[src/rtl/discovery_reply_send_if.sv]
// Bundles the discovery handshake with sdr_receive and the UDP transmit port.
// The master side is the reply sender; the slave side is its environment.
interface discovery_reply_send_if;
    logic        discovery_reply;
    logic        discovery_ACK;
    logic        sending_sync;
    logic        run;
    logic [47:0] local_mac;
    logic        udp_tx_grant;
    logic        udp_tx_request;
    logic [15:0] udp_tx_length;
    logic [7:0]  udp_tx_data;
    logic        udp_tx_valid;
    logic        udp_tx_last;

    modport master (
        input  discovery_reply,
        input  run,
        input  local_mac,
        input  udp_tx_grant,
        output discovery_ACK,
        output sending_sync,
        output udp_tx_request,
        output udp_tx_length,
        output udp_tx_data,
        output udp_tx_valid,
        output udp_tx_last
    );

    modport slave (
        output discovery_reply,
        output run,
        output local_mac,
        output udp_tx_grant,
        input  discovery_ACK,
        input  sending_sync,
        input  udp_tx_request,
        input  udp_tx_length,
        input  udp_tx_data,
        input  udp_tx_valid,
        input  udp_tx_last
    );
endinterface

[src/rtl/discovery_reply_send.sv]
// HPSDR discovery reply sender. Accepts one request per assertion of
// discovery_reply, asks for the UDP transmit path and streams the reply
// payload one byte per tx_clock cycle.
//
// state   | meaning
// --------+---------------------------------------------------------
// IDLE    | nothing pending; waiting for an armed discovery_reply
// REQUEST | udp_tx_request high, waiting for grant or timeout
// SEND    | streaming payload bytes, one per cycle, no back-pressure
module discovery_reply_send #(
    parameter logic [7:0] CODE_VERSION  = 8'd30,
    parameter logic [7:0] BOARD_ID      = 8'd1,
    parameter int         PAYLOAD_LEN   = 60,
    parameter int         GRANT_TIMEOUT = 1_250_000
) (
    input logic tx_clock,
    input logic reset,
    discovery_reply_send_if.master bus
);

    localparam int         TW       = $clog2(GRANT_TIMEOUT + 1);
    localparam logic [7:0] LAST_IDX = 8'(PAYLOAD_LEN - 1);

    typedef enum logic [1:0] {
        IDLE    = 2'd0,
        REQUEST = 2'd1,
        SEND    = 2'd2
    } state_t;

    state_t        state, state_nxt;
    logic [7:0]    byte_cnt, byte_cnt_nxt;
    logic [TW-1:0] tmo_cnt, tmo_cnt_nxt;
    logic          armed;
    logic          ack;
    logic          run_q;
    logic [47:0]   mac_q;
    logic          accept;
    logic [7:0]    payload_byte;

    // Edge qualification: armed is consumed by an accept and only restored
    // once the requester has dropped discovery_reply.
    assign accept = (state == IDLE) && bus.discovery_reply && armed;

    // State, byte counter and grant timeout counter.
    always_ff @(posedge tx_clock) begin
        if (reset) begin
            state    <= IDLE;
            byte_cnt <= '0;
            tmo_cnt  <= '0;
        end else begin
            state    <= state_nxt;
            byte_cnt <= byte_cnt_nxt;
            tmo_cnt  <= tmo_cnt_nxt;
        end
    end

    // Next-state logic; a grant beats a simultaneous timeout expiry.
    always_comb begin
        state_nxt    = state;
        byte_cnt_nxt = byte_cnt;
        tmo_cnt_nxt  = tmo_cnt;
        case (state)
            IDLE: begin
                if (accept) begin
                    state_nxt   = REQUEST;
                    tmo_cnt_nxt = TW'(GRANT_TIMEOUT);
                end
            end
            REQUEST: begin
                if (bus.udp_tx_grant) begin
                    state_nxt    = SEND;
                    byte_cnt_nxt = '0;
                end else if (tmo_cnt == '0) begin
                    state_nxt = IDLE;
                end else begin
                    tmo_cnt_nxt = tmo_cnt - TW'(1);
                end
            end
            SEND: begin
                if (byte_cnt == LAST_IDX) begin
                    state_nxt    = IDLE;
                    byte_cnt_nxt = '0;
                end else begin
                    byte_cnt_nxt = byte_cnt + 8'd1;
                end
            end
            default: begin
                state_nxt    = IDLE;
                byte_cnt_nxt = '0;
                tmo_cnt_nxt  = '0;
            end
        endcase
    end

    // Handshake with sdr_receive and snapshot of run/MAC at acceptance.
    // ACK follows discovery_reply, not the FSM, so it can outlast the packet.
    always_ff @(posedge tx_clock) begin
        if (reset) begin
            armed <= 1'b1;
            ack   <= 1'b0;
            run_q <= 1'b0;
            mac_q <= '0;
        end else if (accept) begin
            armed <= 1'b0;
            ack   <= 1'b1;
            run_q <= bus.run;
            mac_q <= bus.local_mac;
        end else if (!bus.discovery_reply) begin
            armed <= 1'b1;
            ack   <= 1'b0;
        end
    end

    // Reply payload, built only from the latched copies of run and MAC.
    always_comb begin
        payload_byte = 8'h00;
        case (byte_cnt)
            8'd0:    payload_byte = 8'hEF;
            8'd1:    payload_byte = 8'hFE;
            8'd2:    payload_byte = run_q ? 8'h03 : 8'h02;
            8'd3:    payload_byte = mac_q[47:40];
            8'd4:    payload_byte = mac_q[39:32];
            8'd5:    payload_byte = mac_q[31:24];
            8'd6:    payload_byte = mac_q[23:16];
            8'd7:    payload_byte = mac_q[15:8];
            8'd8:    payload_byte = mac_q[7:0];
            8'd9:    payload_byte = CODE_VERSION;
            8'd10:   payload_byte = BOARD_ID;
            default: payload_byte = 8'h00;
        endcase
    end

    // Outputs decode directly from registered state, so a reset clears
    // them on the following cycle with no trailing bytes.
    always_comb begin
        bus.udp_tx_request = 1'b0;
        bus.udp_tx_valid   = 1'b0;
        bus.udp_tx_last    = 1'b0;
        bus.udp_tx_data    = 8'h00;
        bus.sending_sync   = 1'b0;
        case (state)
            REQUEST: begin
                bus.udp_tx_request = 1'b1;
                bus.sending_sync   = 1'b1;
            end
            SEND: begin
                bus.udp_tx_valid = 1'b1;
                bus.udp_tx_data  = payload_byte;
                bus.udp_tx_last  = (byte_cnt == LAST_IDX);
                bus.sending_sync = 1'b1;
            end
            default: ;
        endcase
    end

    assign bus.udp_tx_length = 16'(PAYLOAD_LEN);
    assign bus.discovery_ACK = ack;

endmodule

[src/flat_wrapper.sv]
// flat-port wrapper written by rule: the top's interface ports become plain ports
module discovery_reply_send_flat 
#(
    parameter logic [7:0] CODE_VERSION  = 8'd30,
    parameter logic [7:0] BOARD_ID      = 8'd1,
    parameter int         PAYLOAD_LEN   = 60,
    parameter int         GRANT_TIMEOUT = 1_250_000
)
  (tx_clock, reset, bus_discovery_reply, bus_run, bus_local_mac, bus_udp_tx_grant, bus_discovery_ACK, bus_sending_sync, bus_udp_tx_request, bus_udp_tx_length, bus_udp_tx_data, bus_udp_tx_valid, bus_udp_tx_last);
  discovery_reply_send_if bus_i ();
  input logic tx_clock;
  input logic reset;
  input wire logic [$bits(bus_i.discovery_reply)-1:0] bus_discovery_reply;
  input wire logic [$bits(bus_i.run)-1:0] bus_run;
  input wire logic [$bits(bus_i.local_mac)-1:0] bus_local_mac;
  input wire logic [$bits(bus_i.udp_tx_grant)-1:0] bus_udp_tx_grant;
  output wire logic [$bits(bus_i.discovery_ACK)-1:0] bus_discovery_ACK;
  output wire logic [$bits(bus_i.sending_sync)-1:0] bus_sending_sync;
  output wire logic [$bits(bus_i.udp_tx_request)-1:0] bus_udp_tx_request;
  output wire logic [$bits(bus_i.udp_tx_length)-1:0] bus_udp_tx_length;
  output wire logic [$bits(bus_i.udp_tx_data)-1:0] bus_udp_tx_data;
  output wire logic [$bits(bus_i.udp_tx_valid)-1:0] bus_udp_tx_valid;
  output wire logic [$bits(bus_i.udp_tx_last)-1:0] bus_udp_tx_last;
  assign bus_i.discovery_reply = bus_discovery_reply;
  assign bus_i.run = bus_run;
  assign bus_i.local_mac = bus_local_mac;
  assign bus_i.udp_tx_grant = bus_udp_tx_grant;
  assign bus_discovery_ACK = bus_i.discovery_ACK;
  assign bus_sending_sync = bus_i.sending_sync;
  assign bus_udp_tx_request = bus_i.udp_tx_request;
  assign bus_udp_tx_length = bus_i.udp_tx_length;
  assign bus_udp_tx_data = bus_i.udp_tx_data;
  assign bus_udp_tx_valid = bus_i.udp_tx_valid;
  assign bus_udp_tx_last = bus_i.udp_tx_last;
  discovery_reply_send #(.CODE_VERSION(CODE_VERSION), .BOARD_ID(BOARD_ID), .PAYLOAD_LEN(PAYLOAD_LEN), .GRANT_TIMEOUT(GRANT_TIMEOUT)) u_core (.tx_clock(tx_clock), .reset(reset), .bus(bus_i));
endmodule
[config.mk]
export PLATFORM = sky130hd
export DESIGN_NAME = discovery_reply_send_flat
export DESIGN_NICKNAME = d
export VERILOG_FILES = /design/src/rtl/discovery_reply_send_if.sv /design/src/rtl/discovery_reply_send.sv /design/src/flat_wrapper.sv
export SDC_FILE = /design/constraint.sdc
export NUM_CORES = 1
export LEC_CHECK = 0
export CAP_MARGIN = 30
export CORE_ASPECT_RATIO = 1.2
export CORE_UTILIZATION = 39
export DETAILED_ROUTE_END_ITERATION = 10
export PLACE_DENSITY = 0.68
export SYNTH_ARGS = -nofsm -noshare
export SYNTH_HDL_FRONTEND = slang
export SYNTH_SLANG_ARGS = --single-unit
[constraint.sdc]
create_clock -name tx_clock -period 2.25 [get_ports tx_clock]
set_clock_uncertainty 0.2 [all_clocks]
set_input_delay 0.45 -clock tx_clock [delete_from_list [all_inputs] [get_ports tx_clock]]
set_output_delay 0.45 -clock tx_clock [all_outputs]
set_load 0.005 [all_outputs]
Word level (Yosys, flattened, before mapping)

Cells that the tools add are included.

$add $sub $neg: 2
$mul: 0
Divide/modulo/power cells: 0
$lt $le $gt $ge: 0
Equality and inequality tests: 20
Shift operators: 0
Mux-type cells: 23
Bitwise logic cells: 2
Reduce and logical (&&, ||, !) cells: 9

Operators by type and width:

| kind                                                                    | count |
|---|---|
| 8-bit one-hot mux with 11 select lines                                  | 1 |
| 21-bit two-way mux                                                      | 3 |
| 21-bit one-hot mux with 3 select lines                                  | 1 |
| 8-bit by 3-bit equality test with 1-bit output, second input constant   | 4 |
| 8-bit by 4-bit equality test with 1-bit output, second input constant   | 3 |
| 8-bit two-way mux                                                       | 3 |
| 8-bit one-hot mux with 3 select lines                                   | 1 |
| 21-bit logical NOT                                                      | 1 |
| 21-bit by 1-bit subtractor with 21-bit output, second input constant    | 1 |
| 8-bit by 2-bit equality test with 1-bit output, second input constant   | 2 |
| 1-bit two-way mux                                                       | 9 |
| 8-bit by 1-bit adder with 8-bit output, second input constant           | 1 |
| 8-bit by 1-bit equality test with 1-bit output, second input constant   | 1 |
| 8-bit by 6-bit equality test with 1-bit output, second input constant   | 1 |
| 8-bit logical NOT                                                       | 1 |
| 2-bit two-way mux                                                       | 4 |
| 2-bit by 1-bit inequality test with 1-bit output, second input constant | 3 |
| 2-bit inequality test, second input constant                            | 3 |
| 2-bit one-hot mux with 3 select lines                                   | 1 |
| 4-bit AND reduction                                                     | 1 |
| 3-bit by 2-bit inequality test with 1-bit output, second input constant | 1 |
| 3-bit AND reduction                                                     | 1 |
| 2-bit by 1-bit equality test with 1-bit output, second input constant   | 1 |
| 2-bit equality test, second input constant                              | 1 |
| other kinds (5)                                                         | 7 |

Register bits: 82
Latch bits: 0
Memory bits (writable): 0
Memory bits (read-only): 0
Input port bits: 53
Output and inout port bits: 29
Word-level logic and storage cells: 63
Memories: 0

Depth between registers and ports, before layout

Gate-level depths: netlist of the first run.

Depth after elaboration: 5
Depth in mapped cells: 9
Mapped depth without buffers: 7

Worst setup path before layout of the first run

Ideal clock, no wire load.

Kind: flip-flop to output port
Start point: register u_core.byte_cnt[2]
End point: output port bus_udp_tx_data[5]
Data arrival time: 1563 ps
Required time: 1600 ps
Setup slack: 37 ps
Stages on the path, launching flop included: 7
Buffers on the path: 1
Path through: dfxtp_1 -> or3_1 -> nor3_1 -> and3_1 -> clkbuf_1 -> a22oi_1 -> a31oi_1

Cells in the longest elaborated chain, start to end: 3
Elaborated cells on any way between the ends: 13
Those cells by class: eq/ne: 10; mux: 2; reduce/logical: 1

Ends and longest elaborated chain:

| element                                                                | RTL line                    | text |
|---|---|---|
| from (decl)                                                            | discovery_reply_send.sv:31  | `logic [7:0] byte_cnt, byte_cnt_nxt;` |
| from (signal assigned)                                                 | discovery_reply_send.sv:52  | `byte_cnt <= byte_cnt_nxt;` |
| 8-bit by 4-bit equality test with 1-bit output (tied with other cells) | discovery_reply_send.sv:117 | `case (byte_cnt)` |
| 8-bit one-hot mux with 11 select lines (*)                             | discovery_reply_send.sv:117 |  |
| 8-bit two-way mux (*)                                                  | discovery_reply_send.sv:141 | `case (state)` |
| to (decl)                                                              | flat_wrapper.sv:21          | `output wire logic [$bits(bus_i.udp_tx_data)-1:0] bus_udp_tx_data;` |

Mark *: on every way between the ends. The rest lies on a longest branch, timed or not.

Worst setup path after layout of the first run

Start point: register u_core.byte_cnt[2]
End point: output port bus_udp_tx_data[7]

Same word-level chain as after synthesis.

==> results of run 1 <==
critical path: stages, from the launching register on:
cell and delay [ns]:
dfxtp_2 0.32, or3_4 0.41, or3_4 0.40, a21oi_2 0.14, a21oi_2 0.04, a31oi_1 0.20
buf_2 0.14
state kept, by name, summed over array words and instances (netlist names):
register and cells:
u_core.mac_q 48, u_core.tmo_cnt 21, u_core.byte_cnt 8, u_core.state 2, u_core.armed 1, u_core.bus.discovery_ACK 1
u_core.run_q 1
logic make-up (layout without fill, tap and decap cells):
group,count (synthesis),count (layout),share of synthesized area [%]
DFF,82,82,40.3
AOI/OAI and AO/OA,162,162,23.0
and+or+nand+nor,214,214,24.7
adders and majority gates,9,9,2.77
other,2,16,0.185
buffers and inverters,62,169,7.50
xor gates and xnor gates,7,7,1.51
cell type report:
| class | count | area, µm² |
|---|---|---|
| Clock buffer | 11 | 243 |
| Clock inverter | 5 | 77.6 |
| Tap cell | 126 | 158 |
| Timing Repair Buffer | 138 | 1200 |
| Inverter | 15 | 56.3 |
| Fill cell | 924 | 4280 |
| Sequential cell | 82 | 1650 |
| Multi-Input combinational cell | 408 | 2390 |
routing by layer:
layer	vias up	wire length (µm)	GRT usage [%]	share of wire, %
met5	-	0	0	0
met4	0	632	14.2	5.2
met3	54	534	4.67	4.4
met2	156	5980	38.6	49
met1	1937	4950	27.1	41
li1	2094	-	-	-
per-stage QoR:
stage	area [µm²]	utilization, %	hold WS, ns	setup slack, ns	power (mW)
after CTS	5630	55.9	0.228	-0.442	4.58
after global placement	5200	51.7	0.245	-0.496	2.96
final	5780	57.5	0.239	-0.388	4.64
after detailed placement	5200	51.7	0.246	-0.546	2.98
after global routing	5780	57.5	0.254	-0.464	4.87
after floorplan	4120	-	0.233	0.0373	2.42
power groups by stage:
| stage | Combinational (mW) | Sequential (mW) | Clock (mW) |
|---|---|---|---|
| global route | 1.46 | 1.75 | 1.66 |
| CTS | 1.25 | 1.72 | 1.61 |
| finish | 1.33 | 1.74 | 1.58 |
| detailed placement | 1.23 | 1.75 | 0 |
| global placement | 1.21 | 1.75 | 0 |
| floorplan | 0.703 | 1.72 | 0 |
worst paths after layout:
kind / endpoint / slack [ns]
worst max-delay path: bus_udp_tx_data[7] / -0.39
worst min register to register: u_core.mac_q[18] / 0.25
worst max register to register: u_core.tmo_cnt[4] / 0.05
worst min-delay path: u_core.armed / 0.24
cells in the final DEF (no fill, tap or decap), types with 9 or more instances in the layout:
cell type / count
or3_1: 15
buf_4: 64
nor2_1: 17
conb_1: 16
o21ai_0: 13
buf_2: 10
clkdlybuf4s50_1: 54
a22oi_1: 13
nand2_1: 125
dfxtp_1: 74
a21oi_1: 77
inv_1: 11
nand3_1: 9
clkbuf_16: 9
o21ai_1: 13
a31oi_1: 9
what timing repair did:
item	4_1_cts	5_1_grt
setup buffers	5	2
gates resized for setup	67	36
setup endpoints to repair	15	28
pin swaps	21	8
hold buffers	0	0
==> run summary, run 1 <==
- **CTS max path bufs** 2
- **most frequent cells after synthesis** nand2_1 (126), a21oi_1 (84), dfxtp_1 (82)
- **sequential cell area fraction in the yosys report** 40.3%
- **worst supply voltage drop on vdd** 428 µV
- **number of stages on the worst hold path** 3
- **clock root buffer** clkbuf_16
- **kind of end point of the critical path** primary output
- **Arrival @ worst endpoint** 1.99 ns
- **pins over their slew limit** 0
- **internal power** 3.22 mW
- **number of nets in the layout** 716
- **number of top-level pins** 82
- **number of instances in the placed design** 762
- **sequential share of power** 37.4%
- **per-cell via count in the routed design** 5.40
- **final hold violation count** 0
- **Detail Placement HPWL** 8.46 mm
- **Power Density** 803 nW/µm²
- **post-synthesis cell type count** 47
- **launching element of the worst setup path** u_core.byte_cnt[2]
- **diodes inserted** 0
- **run status** complete, but fails checks
- **final weighted congestion in routability-driven placement** 0.881
- **hold crit path type** input port to flop
- **pin slew with the least headroom to its limit** 0.567 ns
- **clock power share** 34.1%
- **required time worst endpoint** 1.60 ns
- **share of the clock period used by the worst path after layout** 117%
- **Clk Latency, worst-skew pair** 0.34 ns
- **Area contributors post-synth** dfxtp_1 (40%), nand2_1 (12%), a21oi_1 (10%)
- **global-route usage over all layers** 23.3%
- **CTS tree** yes
- **crit start category** flop
- **Routed WL** 12.1 mm
- **via count of the first global-routing pass** 4114
- **first-pass GRT wire length** 19.4 mm
- **Setup CP Type** flop to primary output
- **Setup Viol. Count Final** 8
- **number of antenna violations at the first check in global routing** 0
- **Max-slew headroom** 62.1%
- **CTS HTree Levels** 3
- **minimum clock period after layout** 2.64 ns
- **predominant post-synthesis flop cell** dfxtp_1
- **# port buffers** 65
- **non-filler cells in the finished layout** 785
- **total die area** 10900 µm²
- **vias after detailed routing** 4241
- **violated checks** negative setup slack
- **R2R cell count** 9
- **placeable core region** 10100 µm²
- **Hold Path Origin** reset
- **total congestion overflow** 0
- **detailed-route DRC error count** 0
- **area of the mapped netlist** 4070 µm²
- **area leader, netlist** dfxtp_1
- **share of cells above drive strength 1** 23.1%
- **number of rows created at floorplan** 40
- **number of synthesized register bits** 82
- **leading cell type by number of instances after synthesis** nand2_1
- **P_sw** 1.42 mW
- **number of flops mapped to enable cells by yosys** 0
- **DIE HEIGHT** 114 µm
- **maximum fanout along the worst path** 6
- **Mean Syn Cell Area** 7.57 µm²
- **DRC violation total after the first TritonRoute iteration** 149
- **maximum number of pins on one net before global-route repair** 55
- **setup repair after global routing missed its margin** yes
- **clock slew seen by the registers of the worst setup and hold paths** 0.06 ns
- **top-area cell type share of the netlist area** 40.3%
- **switching power share of the total** 30.6%
- **Crit Reg-Reg Startpoint** u_core.tmo_cnt[8]
- **maximum capacitance violations** 0
- **number of instances in the synthesized netlist** 538
- **number of clock buffers inserted by TritonCTS** 9
- **Antenna Nets Post-Route** 0
- **Routed wire per std cell** 15.4 µm
- **detailed-routing iteration count for the pre-antenna-repair pass** 4
- **Yosys warning count** 0
- **part of the power in combinational logic** 28.5%
- **total clock sinks** 82
- **maximum clock frequency** 379 MHz
- **area grow syn2layout** 42.0%
- **die width** 95.3 µm
- **minimum setup slack in the final design** -0.388 ns
- **starting utilization of the core area** 40.5%
- **leakage power figure** 2.25 nW
- **Post-synth ARST share** 0%
- **final setup TNS** -2.81 ns
(Power assumes the default switching activity.)
==> run 2, diff against run 1 <==
--- a/config.mk
+++ b/config.mk
@@ -5,7 +5,7 @@
 export SDC_FILE = /design/constraint.sdc
 export NUM_CORES = 1
 export LEC_CHECK = 0
-export CAP_MARGIN = 30
+export CAP_MARGIN = 25
 export CORE_ASPECT_RATIO = 1.2
 export CORE_UTILIZATION = 39
 export DETAILED_ROUTE_END_ITERATION = 10
==> results of run 2 <==
No change in the layout: final DEF, timing and power equal those of run 1.
